## src/rtl/decode_ctrl_pipe.sv

```systemverilog
// rtl/decode_ctrl_pipe.sv - registered RV32I main decode stage with load-use bubble insertion
module decode_ctrl_pipe #(
  parameter bit          ENABLE_JUMP   = 1'b1,
  parameter bit          ENABLE_UTYPE  = 1'b1,
  parameter bit          LOADUSE_STALL = 1'b1,
  parameter int unsigned STALL_CNT_W   = 16
) (
  input  logic                   clk,
  input  logic                   rst,
  input  logic                   in_valid,
  output logic                   in_ready,
  input  logic [31:0]            instr,
  input  logic                   flush,
  output logic                   out_valid,
  input  logic                   out_ready,
  output logic                   RegWrite,
  output logic                   MemWrite,
  output logic                   Branch,
  output logic                   Jump,
  output logic                   ALUSrc,
  output logic [1:0]             ALUASrc,
  output logic [2:0]             ImmSrc,
  output logic [1:0]             ResultSrc,
  output logic [1:0]             ALUOp,
  output logic                   illegal,
  output logic [4:0]             rd,
  output logic [STALL_CNT_W-1:0] stall_cnt
);

  localparam logic [6:0] OP_LOAD  = 7'b0000011;
  localparam logic [6:0] OP_STORE = 7'b0100011;
  localparam logic [6:0] OP_R     = 7'b0110011;
  localparam logic [6:0] OP_I     = 7'b0010011;
  localparam logic [6:0] OP_BR    = 7'b1100011;
  localparam logic [6:0] OP_JAL   = 7'b1101111;
  localparam logic [6:0] OP_JALR  = 7'b1100111;
  localparam logic [6:0] OP_LUI   = 7'b0110111;
  localparam logic [6:0] OP_AUIPC = 7'b0010111;

  logic [6:0] w_opcode;
  logic       w_reg_write, w_mem_write, w_branch, w_jump, w_alu_src, w_illegal;
  logic [1:0] w_alu_a_src, w_result_src, w_alu_op;
  logic [2:0] w_imm_src;
  logic       w_uses_rs1, w_uses_rs2, w_hazard, w_take, w_bubble;
  logic       w_unused;

  logic                   r_valid;
  logic                   r_reg_write, r_mem_write, r_branch, r_jump, r_alu_src, r_illegal;
  logic [1:0]             r_alu_a_src, r_result_src, r_alu_op;
  logic [2:0]             r_imm_src;
  logic [4:0]             r_rd;
  logic [STALL_CNT_W-1:0] r_stall_cnt;

  assign w_opcode = instr[6:0];
  // funct fields are consumed downstream, not by the main decoder
  assign w_unused = ^{instr[31:25], instr[14:12]};

  // opcode to control-field decode; disabled or unknown opcodes become illegal with zero fields
  always_comb begin
    w_reg_write  = 1'b0;
    w_mem_write  = 1'b0;
    w_branch     = 1'b0;
    w_jump       = 1'b0;
    w_alu_src    = 1'b0;
    w_alu_a_src  = 2'b00;
    w_imm_src    = 3'b000;
    w_result_src = 2'b00;
    w_alu_op     = 2'b00;
    w_illegal    = 1'b0;
    case (w_opcode)
      OP_LOAD:  begin w_reg_write = 1'b1; w_alu_src = 1'b1; w_result_src = 2'b01; end
      OP_STORE: begin w_mem_write = 1'b1; w_alu_src = 1'b1; w_imm_src = 3'b001; end
      OP_R:     begin w_reg_write = 1'b1; w_alu_op = 2'b10; end
      OP_I:     begin w_reg_write = 1'b1; w_alu_src = 1'b1; w_alu_op = 2'b11; end
      OP_BR:    begin w_branch = 1'b1; w_imm_src = 3'b010; w_alu_op = 2'b01; end
      OP_JAL: begin
        if (ENABLE_JUMP) begin
          w_reg_write = 1'b1; w_jump = 1'b1; w_imm_src = 3'b011;
          w_result_src = 2'b10; w_alu_a_src = 2'b01; w_alu_src = 1'b1;
        end else w_illegal = 1'b1;
      end
      OP_JALR: begin
        if (ENABLE_JUMP) begin
          w_reg_write = 1'b1; w_jump = 1'b1; w_alu_src = 1'b1; w_result_src = 2'b10;
        end else w_illegal = 1'b1;
      end
      OP_LUI: begin
        if (ENABLE_UTYPE) begin
          w_reg_write = 1'b1; w_alu_src = 1'b1; w_alu_a_src = 2'b10; w_imm_src = 3'b100;
        end else w_illegal = 1'b1;
      end
      OP_AUIPC: begin
        if (ENABLE_UTYPE) begin
          w_reg_write = 1'b1; w_alu_src = 1'b1; w_alu_a_src = 2'b01; w_imm_src = 3'b100;
        end else w_illegal = 1'b1;
      end
      default: w_illegal = 1'b1;
    endcase
  end

  // register-use is a property of the opcode alone, so disabled jumps still read rs1 for JALR
  assign w_uses_rs1 = !(w_opcode == OP_LUI || w_opcode == OP_AUIPC || w_opcode == OP_JAL);
  assign w_uses_rs2 = (w_opcode == OP_R) || (w_opcode == OP_STORE) || (w_opcode == OP_BR);

  assign w_hazard = LOADUSE_STALL && r_valid && (r_result_src == 2'b01) && (r_rd != 5'd0) &&
                    in_valid && ((w_uses_rs1 && (instr[19:15] == r_rd)) ||
                                 (w_uses_rs2 && (instr[24:20] == r_rd)));

  assign in_ready = (!r_valid || out_ready) && !w_hazard && !flush;
  assign w_take   = in_valid && in_ready;
  assign w_bubble = r_valid && out_ready && w_hazard;

  // one-entry output register; flush kills the entry, a consumed entry without refill empties it
  always_ff @(posedge clk or posedge rst) begin
    if (rst) begin
      r_valid      <= 1'b0;
      r_reg_write  <= 1'b0;
      r_mem_write  <= 1'b0;
      r_branch     <= 1'b0;
      r_jump       <= 1'b0;
      r_alu_src    <= 1'b0;
      r_alu_a_src  <= 2'b00;
      r_imm_src    <= 3'b000;
      r_result_src <= 2'b00;
      r_alu_op     <= 2'b00;
      r_illegal    <= 1'b0;
      r_rd         <= 5'd0;
    end else if (flush) begin
      r_valid <= 1'b0;
    end else if (w_take) begin
      r_valid      <= 1'b1;
      r_reg_write  <= w_reg_write;
      r_mem_write  <= w_mem_write;
      r_branch     <= w_branch;
      r_jump       <= w_jump;
      r_alu_src    <= w_alu_src;
      r_alu_a_src  <= w_alu_a_src;
      r_imm_src    <= w_imm_src;
      r_result_src <= w_result_src;
      r_alu_op     <= w_alu_op;
      r_illegal    <= w_illegal;
      r_rd         <= instr[11:7];
    end else if (out_ready) begin
      r_valid <= 1'b0;
    end
  end

  // saturating count of load-use bubbles; a flushed cycle never counts
  always_ff @(posedge clk or posedge rst) begin
    if (rst) begin
      r_stall_cnt <= '0;
    end else if (!flush && w_bubble && (r_stall_cnt != {STALL_CNT_W{1'b1}})) begin
      r_stall_cnt <= r_stall_cnt + STALL_CNT_W'(1);
    end
  end

  assign out_valid = r_valid;
  assign RegWrite  = r_reg_write;
  assign MemWrite  = r_mem_write;
  assign Branch    = r_branch;
  assign Jump      = r_jump;
  assign ALUSrc    = r_alu_src;
  assign ALUASrc   = r_alu_a_src;
  assign ImmSrc    = r_imm_src;
  assign ResultSrc = r_result_src;
  assign ALUOp     = r_alu_op;
  assign illegal   = r_illegal;
  assign rd        = r_rd;
  assign stall_cnt = r_stall_cnt;

endmodule

```

## config.mk

```make
export PLATFORM = sky130hd
export DESIGN_NAME = decode_ctrl_pipe
export DESIGN_NICKNAME = d
export VERILOG_FILES = /design/src/rtl/decode_ctrl_pipe.sv
export SDC_FILE = /design/constraint.sdc
export NUM_CORES = 1
export LEC_CHECK = 0
export ABC_AREA = 1
export BUFFER_PORTS_ARGS = -buffer_cell sky130_fd_sc_hd__buf_2
export CORE_MARGIN = 2
export CORE_UTILIZATION = 33
export CTS_BUF_LIST = sky130_fd_sc_hd__clkbuf_4 sky130_fd_sc_hd__clkbuf_8
export DETAILED_ROUTE_END_ITERATION = 8
export GPL_ROUTABILITY_DRIVEN = 1
export GPL_TIMING_DRIVEN = 0
export PLACE_DENSITY = 0.57
export SLEW_MARGIN = 25
export SYNTH_ARGS = -nofsm -noshare
export SYNTH_HDL_FRONTEND = slang
export SYNTH_SLANG_ARGS = --single-unit
```

## constraint.sdc

```tcl
create_clock -name clk -period 1.76 [get_ports clk]
set_clock_uncertainty 0.1 [all_clocks]
set_input_delay 0.088 -clock clk [delete_from_list [all_inputs] [get_ports clk]]
set_output_delay 0.088 -clock clk [all_outputs]
set_load 0.02 [all_outputs]
```

-- Word level (Yosys, flattened, before mapping)
Index checks and enable logic that the tools add are counted.
- register bits: 37
- bits of input ports: 37
- output and inout bits: 38
- logic and storage cells: 73
- $add $sub $neg: 1
- eq/ne operators: 13
- mux-type cells: 13
- bitwise operators: 1
- reductions and logical operators: 32
- operators by type and width (kind ; number):
    7-bit by 6-bit equality test with 1-bit output (second input constant) ; 3
    7-bit equality test (second input constant) ; 3
    16-bit by 1-bit adder with 16-bit output (second input constant) ; 1
    16-bit inequality test (second input constant) ; 1
    7-bit by 5-bit equality test with 1-bit output (second input constant) ; 2
    7-bit OR reduction ; 2
    1-bit logical AND ; 13
    3-bit one-hot mux with 4 select lines ; 1
    5-bit equality test ; 2
    1-bit two-way mux ; 9
    9-bit OR reduction ; 1
    2-bit one-hot mux with 2 select lines ; 2
    7-bit by 2-bit equality test with 1-bit output (second input constant) ; 1
    1-bit logical OR ; 6
    2-bit one-hot mux with 3 select lines ; 1
    2-bit OR reduction ; 3
    5-bit nonzero test ; 1
    1-bit zero test ; 4
    3-bit nonzero test ; 1
    2-bit by 1-bit equality test with 1-bit output (second input constant) ; 1
    2-bit AND reduction ; 1
    1-bit inverter ; 1

-- Logic depth before layout (Yosys ltp)
- depth in word-level cells: 13
- depth in mapped cells: 13
- mapped depth without buffers: 12

-- Least setup slack after synthesis
OpenSTA, ideal clock, no wires.
- path type: register to register
- from: register r_stall_cnt[0] (netlist: stall_cnt[0])
- to: register r_stall_cnt[2] (netlist: stall_cnt[2])
- setup time: 0.122 ns
- data arrival time: 1.597 ns
- required time: 1.538 ns
- path slack: -0.058 ns
- cell stages (with the launch flop): 11
- buffers on the path: 0
- period minus slack after synthesis: 1.818 ns
- cells stage by stage: dfrtp_1 ha_1 nand3_1 nor2_1 nand2_1 nor2_1 nand2_1 inv_1 nor2_4 nand3_1 nand2_1
- word-level cells in the longest chain between the ends: 2
- elaborated cells on any way between the ends: 3
- classes of those cells: 1 x add/sub; 1 x eq/ne; 1 x reduce/logical
- ends and longest elaborated chain (element ; RTL line ; source):
    start, declared ; 52 ; logic [STALL_CNT_W-1:0] r_stall_cnt;
    start signal, assigned ; 153 ; r_stall_cnt <= r_stall_cnt + STALL_CNT_W'(1);
    branches (longest 2 deep; another with 16-bit by 1-bit adder with 16-bit output) ; n/a ;
Several ways; the timed one is not identified.
A chain may end at the register's enable or synchronous reset.

-- Worst setup path in the final report
- from: register r_rd[2] (netlist: rd[2])
- to: register r_stall_cnt[11] (netlist: stall_cnt[11])
- word-level cells in the longest chain between the ends: 7
- elaborated cells on any way between the ends: 12
- classes of those cells: 2 x eq/ne; 10 x reduce/logical
- ends and longest elaborated chain (element ; RTL line ; source):
    start, declared ; 51 ; logic [4:0] r_rd;
    start signal, assigned ; 142 ; r_rd <= instr[11:7];
    5-bit equality test, or another cell as far along ; 106 ; in_valid && ((w_uses_rs1 && (instr[19:15] == r_rd)) ||
    1-bit logical AND (on tied branches) ; 106, 105, 107 ;
    1-bit logical OR or 1-bit logical AND (tied branches) ; 106, 105 ;
    1-bit logical AND (*) ; 106 ;
    1-bit logical AND (*) ; 111 ; assign w_bubble = r_valid && out_ready && w_hazard;
    1-bit logical AND (*) (2 in series) ; 152 ; end else if (!flush && w_bubble && (r_stall_cnt != {STALL_CNT_W{1'b1}})) begin
Mark *: on every way between the ends. The rest lies on a longest branch, timed or not.

==> summary.md <==
| Metric | Value |
|---|---|
| P&R area growth vs syn | 47.1% |
| # DRC | 0 |
| Wire length per cell | 12.3 um |
| Worst-path fanout max | 7 |
| Layout cell share with drive strength beyond 1 | 44.4% |
| Largest net degree at the start of global routing | 24 |
| Clk buf depth | 2 |
| Worst EP required | 1.90 ns |
| Via count | 2,318 |
| Largest family of logic cells by synthesized area | simple AND/OR/NAND/NOR gates |
| CTS tree | built |
| First DRT Iteration DRCs | 91 |
| Final hold viol count | 0 |
| Worst setup SP type | flip-flop |
| Number of global-route vias before repair | 2,154 |
| DR vias/cell | 4.58 |
| Crit-path max cell delay | 0.46 ns |
| Hold crit path type | in -> reg |
| Crit-path cells | xnor2_1, nand2_1, nor2_2, nand3_2, nand2_4, buf_6, nand3_4, nor2_4, nand3_1, nand2_1 |
| Sequential-to-total area share from yosys stat | 39.3% |
| Placer Congestion | 0.824 |
| R2R Setup Slk | -0.12 ns |
| HP Start | instr[5] |
| CTS Sinks | 37 |
| Worst skew pair latency | 0.30 ns |
| Worst Hold Depth | 3 |
| PnR Total Power | 2.14 mW |
| Root Driver | clkbuf_8 |
| Chip height | 88.5 um |
| Yosys cell types | 30 |
| Power density cells | 618 mW/mm^2 |
| Total wire length | 6200 um |
| RSZ-0062 raised after global routing | true |
| Max-cap violations | 0 |
| Max-slew violation count | 0 |
| Hpwl dp | 4300 um |
| Crit path capture type | flip-flop |
| Worst Max-Slew Pin Slew | 0.486 ns |
| Crit path max-delay cell type | dfrtp_2 |
| Post-Synth XOR/XNOR Area | 4.09% |
| Worst r2r path cells | 10 |
| Worst Setup SP | rd[2]$_DFFE_PP0P_ |
| Synthesized area | 0.00235 sq mm |
| Mapped Nets | 344 |
| R2r startpoint | rd[2]$_DFFE_PP0P_ |
| Worst vdd ir | 0.000244 V |
| Post-Synth Simple-Gate Area | 32.6% |
| Die width | 88.5 um |
| Grt total ovfl | 0 |
| Iteration count of the initial detailed-routing pass | 4 |
| Clk slew on worst S/H paths | 0.08 ns |
| Final setup vio count | 13 |
| Row count | 30 |
| Mux cell area share after synthesis | 0% |
| Arrival @ worst endpoint | 2.01 ns |
| Final worst path period share | 107% |
| Die Footprint | 0.00783 sq mm |
| Crit path time final | 1.88 ns |
| Final setup margin | -0.116 ns |
| Crit Path Category | reg -> reg |
| Crit path to | stall_cnt[11]$_DFFE_PP0P_ |
| Status | finished, violations left |
| Cell count after synthesis | 306 |
| Total Routing Usage GR | 16.0% |
| I/O Pins | 75 |
| Adder-Cell Fraction of Synth Area | 0.531% |
| H-tree depth | 2 |
| Fmax | 0.533 GHz |
| First-pass GRT wire length | 9830 um |
| Synthesized area per cell | 7.70 sq um |
| Synthesis Warnings | 0 |
| CTS Buf Count | 5 |
| PortBufs | 64 |
| Crit path top cell by count | nand2_1 |
| ANT cells | 0 |
| Failing checks | negative setup slack |
| Leakage | 1.75 nW |
| Final ANT Viol Nets | 0 |
| Synth Register Bits | 37 |
| Worst R2R End | stall_cnt[11]$_DFFE_PP0P_ |
| Initial antenna violation count | 0 |
| Slew margin rel. | 67.4% |
| Final net count | 447 |
| Fin cells | 506 |
| Core Footprint | 0.00683 sq mm |
| Placed cell count | 467 |
| Starting Density | 34.5% |
| Compound-Gate Fraction of Synth Area | 12.2% |
==> where the power goes <==
part	internal, mW	leakage [nW]	switching [mW]
combinational	0.195	1.26	0.228
sequential	0.881	0.429	0.0365
clock	0.461	0.0574	0.339
==> kinds of logic (layout without fill, tap and decap cells) <==
| kind of cell | count (synthesis) | after routing |
|---|---|---|
| and+or+nand+nor | 154 | 156 |
| buffers and inverters | 63 | 165 |
| AOI/OAI and AO/OA | 40 | 40 |
| DFF | 37 | 37 |
| xor gates and xnor gates | 11 | 11 |
| adders and majority gates | 1 | 1 |
==> flip-flops by register name, summed over array words and instances (netlist names) <==
signal,flops
ALUSrc,1
ResultSrc,2
Branch,1
RegWrite,1
out_valid,1
Jump,1
stall_cnt,16
ALUASrc,2
illegal,1
MemWrite,1
rd,5
ALUOp,2
ImmSrc,3
==> routing by layer <==
| metal | track usage (%) | wire (um) | up-vias | share of wire [%] |
|---|---|---|---|---|
| met5 | 0 | 0 | - | 0 |
| met4 | 5.79 | 103 | 0 | 1.7 |
| met3 | 2.89 | 218 | 9 | 3.5 |
| met2 | 25.3 | 2940 | 39 | 47 |
| met1 | 21.8 | 2940 | 1083 | 47 |
| li1 | - | - | 1187 | - |
==> worst min path at each step <==
stage	endpoint	slack [ns]
after CTS	out_valid$_DFFE_PP0P_	0.02
after floorplan	out_valid$_DFFE_PP0P_	0.07
final	ALUASrc[1]$_DFFE_PP0P_	0.03
after detailed placement	stall_cnt[9]$_DFFE_PP0P_	-0.02
after global routing	ALUASrc[1]$_DFFE_PP0P_	0.04
after global placement	rd[3]$_DFFE_PP0P_	0.24
==> cells in the mapped netlist <==
library cell	n	area (sq um)
a211oi_1	1	7.51
a21oi_1	1	5.00
a31oi_1	2	12.5
buf_6	4	45.0
dfrtp_1	37	926
ha_1	1	12.5
inv_1	59	221
nand2_1	78	293
nand2_2	1	6.26
nand2_4	2	22.5
nand3_1	28	140
nand3_2	2	20.0
nand3_4	2	35.0
nand3b_1	1	7.51
nand4_1	6	37.5
nand4_4	1	21.3
nor2_1	17	63.8
nor2_2	1	6.26
nor2_4	3	33.8
nor3_1	8	40.0
nor3_2	1	10.0
nor3_4	1	16.3
nor3b_1	1	7.51
o21ai_0	9	45.0
o21ai_1	1	5.00
o21ai_2	13	114
o21bai_1	13	97.6
or2_2	1	6.26
xnor2_1	6	52.6
xor2_1	5	43.8
==> area by class of cell <==
cell class | count | area, sq um
sequential | 37 | 933
buffer | 4 | 57.6
multi-input combinational | 208 | 1380
clock buffer | 6 | 82.6
timing repair buffer | 94 | 636
tap | 96 | 120
inverter | 59 | 221
clock inverter | 2 | 37.5
fill | 667 | 3370
==> worst max-delay path: cells and delay by family, from the launching register on <==
kind          cells  cell delay, ns
simple gates      8            0.97
flops             1            0.46
xor+xnor          1            0.17
buf+inv           1            0.10
==> cell usage in the layout, fill, tap and decap left out, drive strengths merged <==
master / count
nor2: 21
inv: 59
clkbuf: 8
buf: 89
dfrtp: 37
nand2: 81
a211oi: 1
ha: 1
o21ai: 23
bufinv: 1
xnor2: 6
nand3b: 1
nor3b: 1
clkinvlp: 1
xor2: 5
nor3: 10
a21oi: 1
o21bai: 13
nand3: 33
or2: 1
nand4: 8
a31oi: 2
dlygate4sd3: 7
==> what timing repair did <==
item                                   4_1_cts  5_1_grt
gates resized for setup                     22       56
hold buffers                                 7        0
pin swaps                                    9       15
gates cloned                                 0        6
setup buffers                                8       10
setup endpoints to repair                   37       38
endpoints found under the hold margin       43        0
==> stage by stage <==
step           worst slack [ns]  hold slack [ns]  utilization (%)  setup TNS [ns]  area (sq um)
5_1_grt                  -0.248           0.0450             50.7           -4.23          3460
6_report                 -0.116           0.0319             50.7          -0.820          3460
3_5_place_dp             -0.181          -0.0218             41.3           -2.38          2820
2_1_floorplan            0.0178           0.0688                -               0          2360
4_1_cts                 -0.0785           0.0221             45.8          -0.606          3130
3_3_place_gp             -0.208            0.237             41.0           -2.38          2800
No activity file was read; power rests on OpenSTA's default activity.
